## config.mk

```make
export PLATFORM = sky130hd
export DESIGN_NAME = pipe_control_flat
export DESIGN_NICKNAME = d
export VERILOG_FILES = /design/src/rtl/pipe_control_if.sv /design/src/rtl/pipe_control.sv /design/src/flat_wrapper.sv
export SDC_FILE = /design/constraint.sdc
export NUM_CORES = 1
export LEC_CHECK = 0
export BUFFER_PORTS_ARGS = -buffer_cell sky130_fd_sc_hd__buf_4
export CORE_MARGIN = 2
export CORE_UTILIZATION = 53
export CTS_CLUSTER_SIZE = 28
export DETAILED_ROUTE_END_ITERATION = 8
export GPL_ROUTABILITY_DRIVEN = 0
export PLACE_DENSITY = 0.77
export SYNTH_ARGS = -nofsm -noshare
export SYNTH_HDL_FRONTEND = slang
export SYNTH_SLANG_ARGS = --single-unit
```

## constraint.sdc

```tcl
create_clock -name clk -period 2.8 [get_ports clk]
set_input_delay 0.42 -clock clk [delete_from_list [all_inputs] [get_ports clk]]
set_output_delay 0.42 -clock clk [all_outputs]
set_load 0.01 [all_outputs]
```

## src/rtl/pipe_control_if.sv

```systemverilog
// Handshake bundle between the pipeline sequencer and its neighbours.
//   slave  : sequencer side (takes hazard/jmp/memory flags, drives controls)
//   master : environment side (drives the flags, observes the controls)
// Signals:
//   hazard, jmp, mem_req, mem_ack       : status flags into the sequencer
//   f_en, d_en, e_en                     : per-stage advance enables
//   d_bubble, e_bubble, flush            : invalidate / squash controls
//   busy, stall_count[CNT_W], deadlock   : status out of the sequencer
interface pipe_control_if #(
    parameter int CNT_W = 16
);
    logic             hazard;
    logic             jmp;
    logic             mem_req;
    logic             mem_ack;
    logic             f_en;
    logic             d_en;
    logic             e_en;
    logic             d_bubble;
    logic             e_bubble;
    logic             flush;
    logic             busy;
    logic [CNT_W-1:0] stall_count;
    logic             deadlock;

    modport master (
        output hazard, jmp, mem_req, mem_ack,
        input  f_en, d_en, e_en, d_bubble, e_bubble, flush, busy,
               stall_count, deadlock
    );

    modport slave (
        input  hazard, jmp, mem_req, mem_ack,
        output f_en, d_en, e_en, d_bubble, e_bubble, flush, busy,
               stall_count, deadlock
    );
endinterface

```

## src/rtl/pipe_control.sv

```systemverilog
// Stall/flush sequencer for a 3-stage (fetch/decode/execute) pipeline.
// Combines the hazard detector, taken jumps and the data-memory handshake
// into per-stage advance enables and bubble/flush controls. Control outputs
// are decoded combinationally from the state and the current inputs; state,
// counters and the sticky deadlock flag are registered.
// Ports:
//   clk  : rising-edge clock
//   rst  : asynchronous, active-low reset (all outputs read 0 while low)
//   pif  : pipe_control_if.slave bundle (flags in, controls/status out)
module pipe_control #(
    parameter int FLUSH_CYCLES = 2,
    parameter int MAX_STALL    = 64,
    parameter int CNT_W        = 16
) (
    input  logic           clk,
    input  logic           rst,
    pipe_control_if.slave  pif
);
    localparam int FC_W = (FLUSH_CYCLES > 1) ? $clog2(FLUSH_CYCLES + 1) : 1;
    localparam int HC_W = $clog2(MAX_STALL + 1);

    typedef enum logic [1:0] {RUN, FLUSH, MEMWAIT} state_t;

    state_t           state_q,    state_d;
    logic [FC_W-1:0]  cnt_q,      cnt_d;
    logic [HC_W-1:0]  hcnt_q,     hcnt_d;
    logic [CNT_W-1:0] stall_q,    stall_d;
    logic             deadlock_q, deadlock_d;

    logic f_en_c, d_en_c, e_en_c, d_bub_c, e_bub_c, flush_c;

    always_comb begin
        state_d    = state_q;
        cnt_d      = cnt_q;
        hcnt_d     = '0;
        deadlock_d = deadlock_q;
        f_en_c     = 1'b0;
        d_en_c     = 1'b0;
        e_en_c     = 1'b0;
        d_bub_c    = 1'b0;
        e_bub_c    = 1'b0;
        flush_c    = 1'b0;

        case (state_q)
            RUN: begin
                if (pif.jmp) begin
                    f_en_c  = 1'b1;
                    d_en_c  = 1'b1;
                    e_en_c  = 1'b1;
                    d_bub_c = 1'b1;
                    e_bub_c = 1'b1;
                    flush_c = 1'b1;
                    if (FLUSH_CYCLES > 1) begin
                        state_d = FLUSH;
                        cnt_d   = FC_W'(FLUSH_CYCLES - 1);
                    end
                end else if (pif.mem_req && !pif.mem_ack) begin
                    state_d = MEMWAIT;
                end else if (pif.mem_req && pif.mem_ack) begin
                    f_en_c = 1'b1;
                    d_en_c = 1'b1;
                    e_en_c = 1'b1;
                end else if (pif.hazard) begin
                    // Hold fetch/decode, let execute drain with a bubble.
                    e_en_c  = 1'b1;
                    e_bub_c = 1'b1;
                    // hcnt holds at MAX_STALL-1 so it cannot wrap.
                    hcnt_d  = (hcnt_q == HC_W'(MAX_STALL - 1)) ? hcnt_q
                                                                : hcnt_q + HC_W'(1);
                    if (hcnt_q == HC_W'(MAX_STALL - 1)) begin
                        deadlock_d = 1'b1;
                    end
                end else begin
                    f_en_c = 1'b1;
                    d_en_c = 1'b1;
                    e_en_c = 1'b1;
                end
            end

            FLUSH: begin
                // Decode holds squashed contents, so hazard is not consulted.
                f_en_c  = 1'b1;
                d_en_c  = 1'b1;
                e_en_c  = 1'b1;
                d_bub_c = 1'b1;
                e_bub_c = 1'b1;
                if (pif.jmp) begin
                    flush_c = 1'b1;
                    cnt_d   = FC_W'(FLUSH_CYCLES - 1);
                end else if (cnt_q == FC_W'(1)) begin
                    state_d = RUN;
                    cnt_d   = '0;
                end else begin
                    cnt_d = cnt_q - FC_W'(1);
                end
            end

            MEMWAIT: begin
                // Execute is frozen; only the memory acknowledge matters.
                if (pif.mem_ack) begin
                    f_en_c  = 1'b1;
                    d_en_c  = 1'b1;
                    e_en_c  = 1'b1;
                    state_d = RUN;
                end
            end

            default: begin
                state_d = RUN;
            end
        endcase

        stall_d = (!f_en_c && (stall_q != {CNT_W{1'b1}})) ? stall_q + CNT_W'(1)
                                                           : stall_q;
    end

    always_ff @(posedge clk or negedge rst) begin
        if (!rst) begin
            state_q    <= RUN;
            cnt_q      <= '0;
            hcnt_q     <= '0;
            stall_q    <= '0;
            deadlock_q <= 1'b0;
        end else begin
            state_q    <= state_d;
            cnt_q      <= cnt_d;
            hcnt_q     <= hcnt_d;
            stall_q    <= stall_d;
            deadlock_q <= deadlock_d;
        end
    end

    // Decoded controls are gated so that nothing advances while reset is low.
    assign pif.f_en        = rst & f_en_c;
    assign pif.d_en        = rst & d_en_c;
    assign pif.e_en        = rst & e_en_c;
    assign pif.d_bubble    = rst & d_bub_c;
    assign pif.e_bubble    = rst & e_bub_c;
    assign pif.flush       = rst & flush_c;
    assign pif.busy        = rst & (state_q != RUN);
    assign pif.stall_count = stall_q;
    assign pif.deadlock    = deadlock_q;
endmodule
```

## src/flat_wrapper.sv

```systemverilog
// flat-port wrapper written by rule: the top's interface ports become plain ports
module pipe_control_flat 
#(
    parameter int FLUSH_CYCLES = 2,
    parameter int MAX_STALL    = 64,
    parameter int CNT_W        = 16
)
  (clk, rst, pif_hazard, pif_jmp, pif_mem_req, pif_mem_ack, pif_f_en, pif_d_en, pif_e_en, pif_d_bubble, pif_e_bubble, pif_flush, pif_busy, pif_stall_count, pif_deadlock);
  pipe_control_if #(.CNT_W(CNT_W)) pif_i ();
  input  logic clk;
  input  logic rst;
  input wire logic [$bits(pif_i.hazard)-1:0] pif_hazard;
  input wire logic [$bits(pif_i.jmp)-1:0] pif_jmp;
  input wire logic [$bits(pif_i.mem_req)-1:0] pif_mem_req;
  input wire logic [$bits(pif_i.mem_ack)-1:0] pif_mem_ack;
  output wire logic [$bits(pif_i.f_en)-1:0] pif_f_en;
  output wire logic [$bits(pif_i.d_en)-1:0] pif_d_en;
  output wire logic [$bits(pif_i.e_en)-1:0] pif_e_en;
  output wire logic [$bits(pif_i.d_bubble)-1:0] pif_d_bubble;
  output wire logic [$bits(pif_i.e_bubble)-1:0] pif_e_bubble;
  output wire logic [$bits(pif_i.flush)-1:0] pif_flush;
  output wire logic [$bits(pif_i.busy)-1:0] pif_busy;
  output wire logic [$bits(pif_i.stall_count)-1:0] pif_stall_count;
  output wire logic [$bits(pif_i.deadlock)-1:0] pif_deadlock;
  assign pif_i.hazard = pif_hazard;
  assign pif_i.jmp = pif_jmp;
  assign pif_i.mem_req = pif_mem_req;
  assign pif_i.mem_ack = pif_mem_ack;
  assign pif_f_en = pif_i.f_en;
  assign pif_d_en = pif_i.d_en;
  assign pif_e_en = pif_i.e_en;
  assign pif_d_bubble = pif_i.d_bubble;
  assign pif_e_bubble = pif_i.e_bubble;
  assign pif_flush = pif_i.flush;
  assign pif_busy = pif_i.busy;
  assign pif_stall_count = pif_i.stall_count;
  assign pif_deadlock = pif_i.deadlock;
  pipe_control #(.FLUSH_CYCLES(FLUSH_CYCLES), .MAX_STALL(MAX_STALL), .CNT_W(CNT_W)) u_core (.clk(clk), .rst(rst), .pif(pif_i));
endmodule
```

Word-level counts from Yosys, hierarchy flattened
Index checks and enable logic that the tools add are counted.
{ "op_classes": {"add_sub_neg": 3, "multipliers": 0, "div_mod_pow": 0, "n_lt_le_gt_ge": 0, "eq_ne": 11, "n_shift": 0, "mux": 33, "bitwise_logic": 9, "reduce_logical": 12} }
{ "ops": {"columns": ["cell", "count"], "rows": [
  ["7-bit 2-to-1 mux", 6],
  ["16-bit by 1-bit adder with 16-bit output, second input constant", 1],
  ["2-bit 2-to-1 mux", 8],
  ["16-bit inequality test, second input constant", 1],
  ["1-bit 2-to-1 mux", 13],
  ["7-bit by 1-bit adder with 7-bit output, second input constant", 1],
  ["7-bit by 6-bit equality test with 1-bit output, second input constant", 1],
  ["1-bit bitwise AND", 6],
  ["2-bit inequality test, second input constant", 3],
  ["6-bit by 4-bit inequality test with 1-bit output, second input constant", 1],
  ["1-bit one-hot mux with 3 select lines", 2],
  ["2-bit one-hot mux with 3 select lines", 1],
  ["6-bit AND reduction", 1],
  ["2-bit by 1-bit equality test with 1-bit output, second input constant", 2],
  ["1-bit one-hot mux with 2 select lines", 2],
  ["2-bit one-hot mux with 2 select lines", 1],
  ["4-bit AND reduction", 1],
  ["2-bit nonzero test", 2],
  ["1-bit logical AND", 3],
  ["3-bit by 2-bit inequality test with 1-bit output, second input constant", 1],
  ["1-bit NOT", 3],
  ["2-bit equality test, second input constant", 1],
  ["1-bit zero test", 2],
  ["2-bit zero test", 1],
  ["4 further kinds", 4]
]} }
{ "totals": {"ff_bits": 28, "latch_bits": 0, "mem_bits_rw": 0, "rom_bits": 0, "input_bits": 6, "n_memories": 0} }

Depth between registers and ports, before layout
{ "logic_depth": {"depth_word": 7, "mapped_depth": 7} }

Worst setup path before layout
No wires, ideal clock.
{ "synth_path": {"path_kind": "register to output", "start": "register u_core.state_q[0]", "end": "output port pif_f_en", "arrival_ps": 1902, "t_required_ps": 2380, "path_slack_ps": 478, "path_stages_with_launch": 7, "path_buffers": 2, "path_cell_list": "dfrtp_1 > clkbuf_1 > nor3b_1 > o22ai_1 > and2_1 > a21boi_0 > buf_4"} }
{ "synth_via": {"elab_chain_cells": 3} }
{ "synth_lines": {"columns": ["item", "line", "source"], "rows": [
  ["start: declaration", "pipe_control.sv:24", "state_t state_q, state_d;"],
  ["start signal: assignment", "pipe_control.sv:125", "state_q <= state_d;"],
  ["2-bit equality test (tied with other cells)", null, null],
  ["1-bit one-hot mux with 3 select lines (*)", null, null],
  ["1-bit bitwise AND (*)", null, null],
  ["end: declaration", "flat_wrapper.sv:16", "output wire logic [$bits(pif_i.f_en)-1:0] pif_f_en;"]
]} }
Mark *: on every way between the ends. The rest lies on a longest branch, timed or not.

Final worst setup path
{ "layout_path": {"start": "register u_core.state_q[0]", "end": "output port pif_d_en"} }
{ "layout_via": {"elab_chain_cells": 3} }
{ "layout_lines": {"columns": ["item", "line", "source"], "rows": [
  ["2-bit equality test (tied with other cells)", "pipe_control.sv:44", "case (state_q)"],
  ["1-bit one-hot mux with 3 select lines (*)", "pipe_control.sv:44", null],
  ["1-bit bitwise AND (*)", "pipe_control.sv:135", "assign pif.d_en = rst & d_en_c;"],
  ["end: declaration", "flat_wrapper.sv:17", "output wire logic [$bits(pif_i.d_en)-1:0] pif_d_en;"]
]} }
Marked as above.

==> results.txt <==
----------------------------------------------------
[Status]
  Run status ... finished clean

[Drt]
  Remaining antenna violation count after routing ... 0
  Avg WL per Cell ... 14.5 microns
  DRC viols ... 0
  First-pass detailed-route iteration total ... 4
  Met3 layer wire length in the routed design ... 101 microns
  Routed wire length ... 3020 microns
  Via/cell ratio ... 5.65
  Routed vias ... 1180
  Met2 routed WL ... 1410 microns
  Starting DRC count in detailed routing ... 39
  Routed length on met1 ... 1470 microns
  Top layer reached by signal wires ... met4

[Final layout]
  Fraction of final layout cells with drive strength greater than 1 ... 23.0%
  Summed area of non-filler cells in the final layout ... 1760 sq um
  Net count of the finished layout ... 188
  Antenna diode count ... 0
  Number of fill cells in the layout ... 220
  Area growth from synthesis to layout ... 20.1%

[Worst setup path]
  Highest net fanout along the worst path ... 11
  Worst endpoint data arrival time ... 2050 ps
  Cell type of the slowest stage on the worst timing path ... sky130_fd_sc_hd__dfrtp_1
  Crit path buffers/inverters ... 1
  Critical path type ... reg -> out
  Required time of the critical path ... 2380 ps
  Crit path capture type ... primary output
  Stage delay of the slowest cell on the critical path ... 580 ps
  Crit start category ... flip-flop
  Cell chain of the critical path ... nor3b_1 > o22ai_2 > and2_1 > a21boi_0 > buf_4
  Top Family by Delay on Critical Path ... compound AO/OA/AOI/OAI gates

[Global route]
  Antenna violations before repair ... 0
  Overflow left after global routing ... 0
  Global-route wire length before repair ... 5220 microns
  Largest net degree at the start of global routing ... 32
  Number of global-route vias before repair ... 1145
  GRT Total Usage ... 20.4%

[Clock tree]
  Worst-Skew Late Latency ... 330 ps
  Number of buffers inserted during clock tree synthesis ... 3
  Number of buffers on the longest clock path ... 2
  Worst-path clk slew ... 140 ps
  Sinks on Clock Net ... 28
  Cell at the root of the clock tree ... sky130_fd_sc_hd__clkbuf_4
  Depth of the CTS H-tree ... 1
  TritonCTS clock tree ... done

[Floorplan]
  Starting Density ... 54.6%
  Number of primary I/O pins ... 30
  Horiz. Die Dim ... 56.6 microns
  Number of rows created at floorplan ... 19
  Die boundary height ... 56.6 microns
  Overall die area ... 3200 sq um
  Placeable core region ... 2690 sq um

[Synth]
  Synth top area cells ... sky130_fd_sc_hd__dfrtp_1 48%, sky130_fd_sc_hd__xnor2_1 4.8%, sky130_fd_sc_hd__a21oi_1 3.8%
  Yosys top cell area share ... 47.8%
  Register bit count reported by yosys ... 28
  Post-Synthesis Mean Instance Area ... 9.84 sq um
  Number of instances in the synthesized netlist ... 149
  Netlist area before placement ... 1470 sq um
  Synth Net Count ... 158
  Largest area contributor in the synthesized netlist ... sky130_fd_sc_hd__dfrtp_1
  Warnings, synthesis ... 0
  Netlist cell types ... 39
  Sequential cell area fraction in the yosys report ... 47.8%

[Timing]
  Unrepaired setup endpoints after global routing ... false
  Minimum period implied by the final worst setup slack ... 2470 ps
  Worst rel slew slack ... 62.6%
  Sum of negative setup slack ... 0 ps
  Final worst-path cycle share ... 88.1%
  Achievable frequency ... 0.405 GHz
  Transition time of the tightest slew-check pin ... 558 ps
  Worst setup skew after layout ... 12.2 ps
  Total of endpoints with negative setup slack in the final report ... 0
  Final Max Tran Viols ... 0
  Setup ws final ... 333 ps
  Final Hold Fails ... 0

[Place]
  Post-Place Worst Slack ... 482 ps
  Area of placed instances ... 1690 sq um
  Detailed placer's ending HPWL ... 2190 microns
  Count of input and output buffers ... 29

[Pwr]
  Leakage power of the design ... 0.809 nW
  Pwr dens ... 593 nW/um^2
  Worst-case vdd ir drop ... 0.460 mV

[Job]
  Max Cap Violations ... 0

[Worst hold path]
  Class of the tightest hold or removal check ... in -> reg

----------------------------------------------------
## layer usage
metal	global-route usage, %	up-vias
met1	30.0	565
met5	0	-
li1	-	587
met2	31.2	22
met3	2.76	6
met4	6.80	0
## worst paths after layout
| kind | startpoint | to | slack [ps] | cells after the start |
|---|---|---|---|---|
| hold reg to reg | u_core.pif.deadlock | u_core.pif.deadlock | 500 | 1 |
| max in group asynchronous | rst | u_core.pif.stall_count[2] | 2000 | 2 |
| setup / recovery | u_core.state_q[0] | pif_d_en | 330 | 5 |
| setup reg to reg | u_core.state_q[1] | u_core.pif.stall_count[12] | 540 | 4 |
| hold / removal | pif_mem_ack | u_core.state_q[1] | 250 | 2 |
| min in group asynchronous | rst | u_core.hcnt_q[4] | 530 | 2 |
## worst reg2reg max path, stage by stage (launching register included)
cell,delay (ps)
sky130_fd_sc_hd__dfrtp_1,540
sky130_fd_sc_hd__or4_4,700
sky130_fd_sc_hd__a2111oi_4,520
sky130_fd_sc_hd__nand3_2,130
sky130_fd_sc_hd__mux2_4,300
## metrics by stage
step	instances	util, %	hold slack, ps	total power, mW
floorplan	149	-	124	0.661
global placement	204	63.0	359	0.773
detailed placement	204	63.0	369	0.784
CTS	209	65.3	252	1.05
global route	209	65.6	256	1.10
finish	209	65.6	253	1.04
## kinds of logic (layout without fill, tap and decap cells)
kind of cell | after synthesis | count (layout) | synth area share (%)
DFF | 28 | 28 | 47.8
muxes | 3 | 3 | 2.56
AOI/OAI and AO/OA | 29 | 29 | 13.9
adders and majority gates | 3 | 3 | 2.56
buffers and inverters | 13 | 42 | 4.10
xor gates and xnor gates | 11 | 11 | 6.57
and+or+nand+nor | 62 | 62 | 22.5
## cells in the mapped netlist, drive strengths merged
cell type	n
dfrtp	28
nor2	13
a21oi	11
nand3	10
nand2	9
inv	8
xnor2	8
nand4	6
and3	5
a31oi	4
nor3	4
a21boi	3
clkbuf	3
ha	3
mux2	3
nand2b	3
nor2b	3
xor2	3
a211oi	2
and2	2
buf	2
nor4	2
o21bai	2
a2111oi	1
a2bb2oi	1
a41oi	1
nand3b	1
nor3b	1
nor4b	1
o211ai	1
o21a	1
o21ai	1
o22ai	1
or2	1
or4	1
## registers in the layout, summed over array words and instances, names as in the netlist
register / flops
u_core.cnt_q: 2
u_core.hcnt_q: 7
u_core.pif.deadlock: 1
u_core.pif.stall_count: 16
u_core.state_q: 2
## layout by cell type (no fill, tap or decap), drive strengths merged, types with 2 or more instances in the layout
master   n
ha       3
a211oi   2
nand4    6
nor2b    3
nor3     4
dfrtp   28
a31oi    4
a21boi   3
mux2     3
nand2    9
nand3   10
clkbuf   3
nor2    13
and3     5
o21bai   2
and2     2
xor2     3
nand2b   3
a21oi   11
buf     29
inv      8
xnor2    8
nor4     2
## area by class of cell
| cell class | instances | area (sq um) | share of cell area, % |
|---|---|---|---|
| tap | 31 | 38.8 | 2.20 |
| multi-input combinational | 108 | 712 | 40.4 |
| sequential | 28 | 701 | 39.8 |
| inverter | 8 | 30.0 | 1.70 |
| timing repair buffer | 30 | 228 | 12.9 |
| clock inverter | 1 | 30.0 | 1.70 |
| clock buffer | 3 | 22.5 | 1.28 |
## power by group
| part | switching (mW) | total (mW) | internal [mW] |
|---|---|---|---|
| clock | 0.120 | 0.264 | 0.145 |
| combinational | 0.130 | 0.261 | 0.132 |
| sequential | 0.0666 | 0.519 | 0.452 |
## repair_timing
item | 4_1_cts | 5_1_grt
hold endpoints to repair | 16 | 0
hold buffers | 1 | 0
endpoints found under the setup margin | 0 | 2
setup buffers | 0 | 0
gates resized for setup | 0 | 1
No activity file was read; power rests on OpenSTA's default activity.
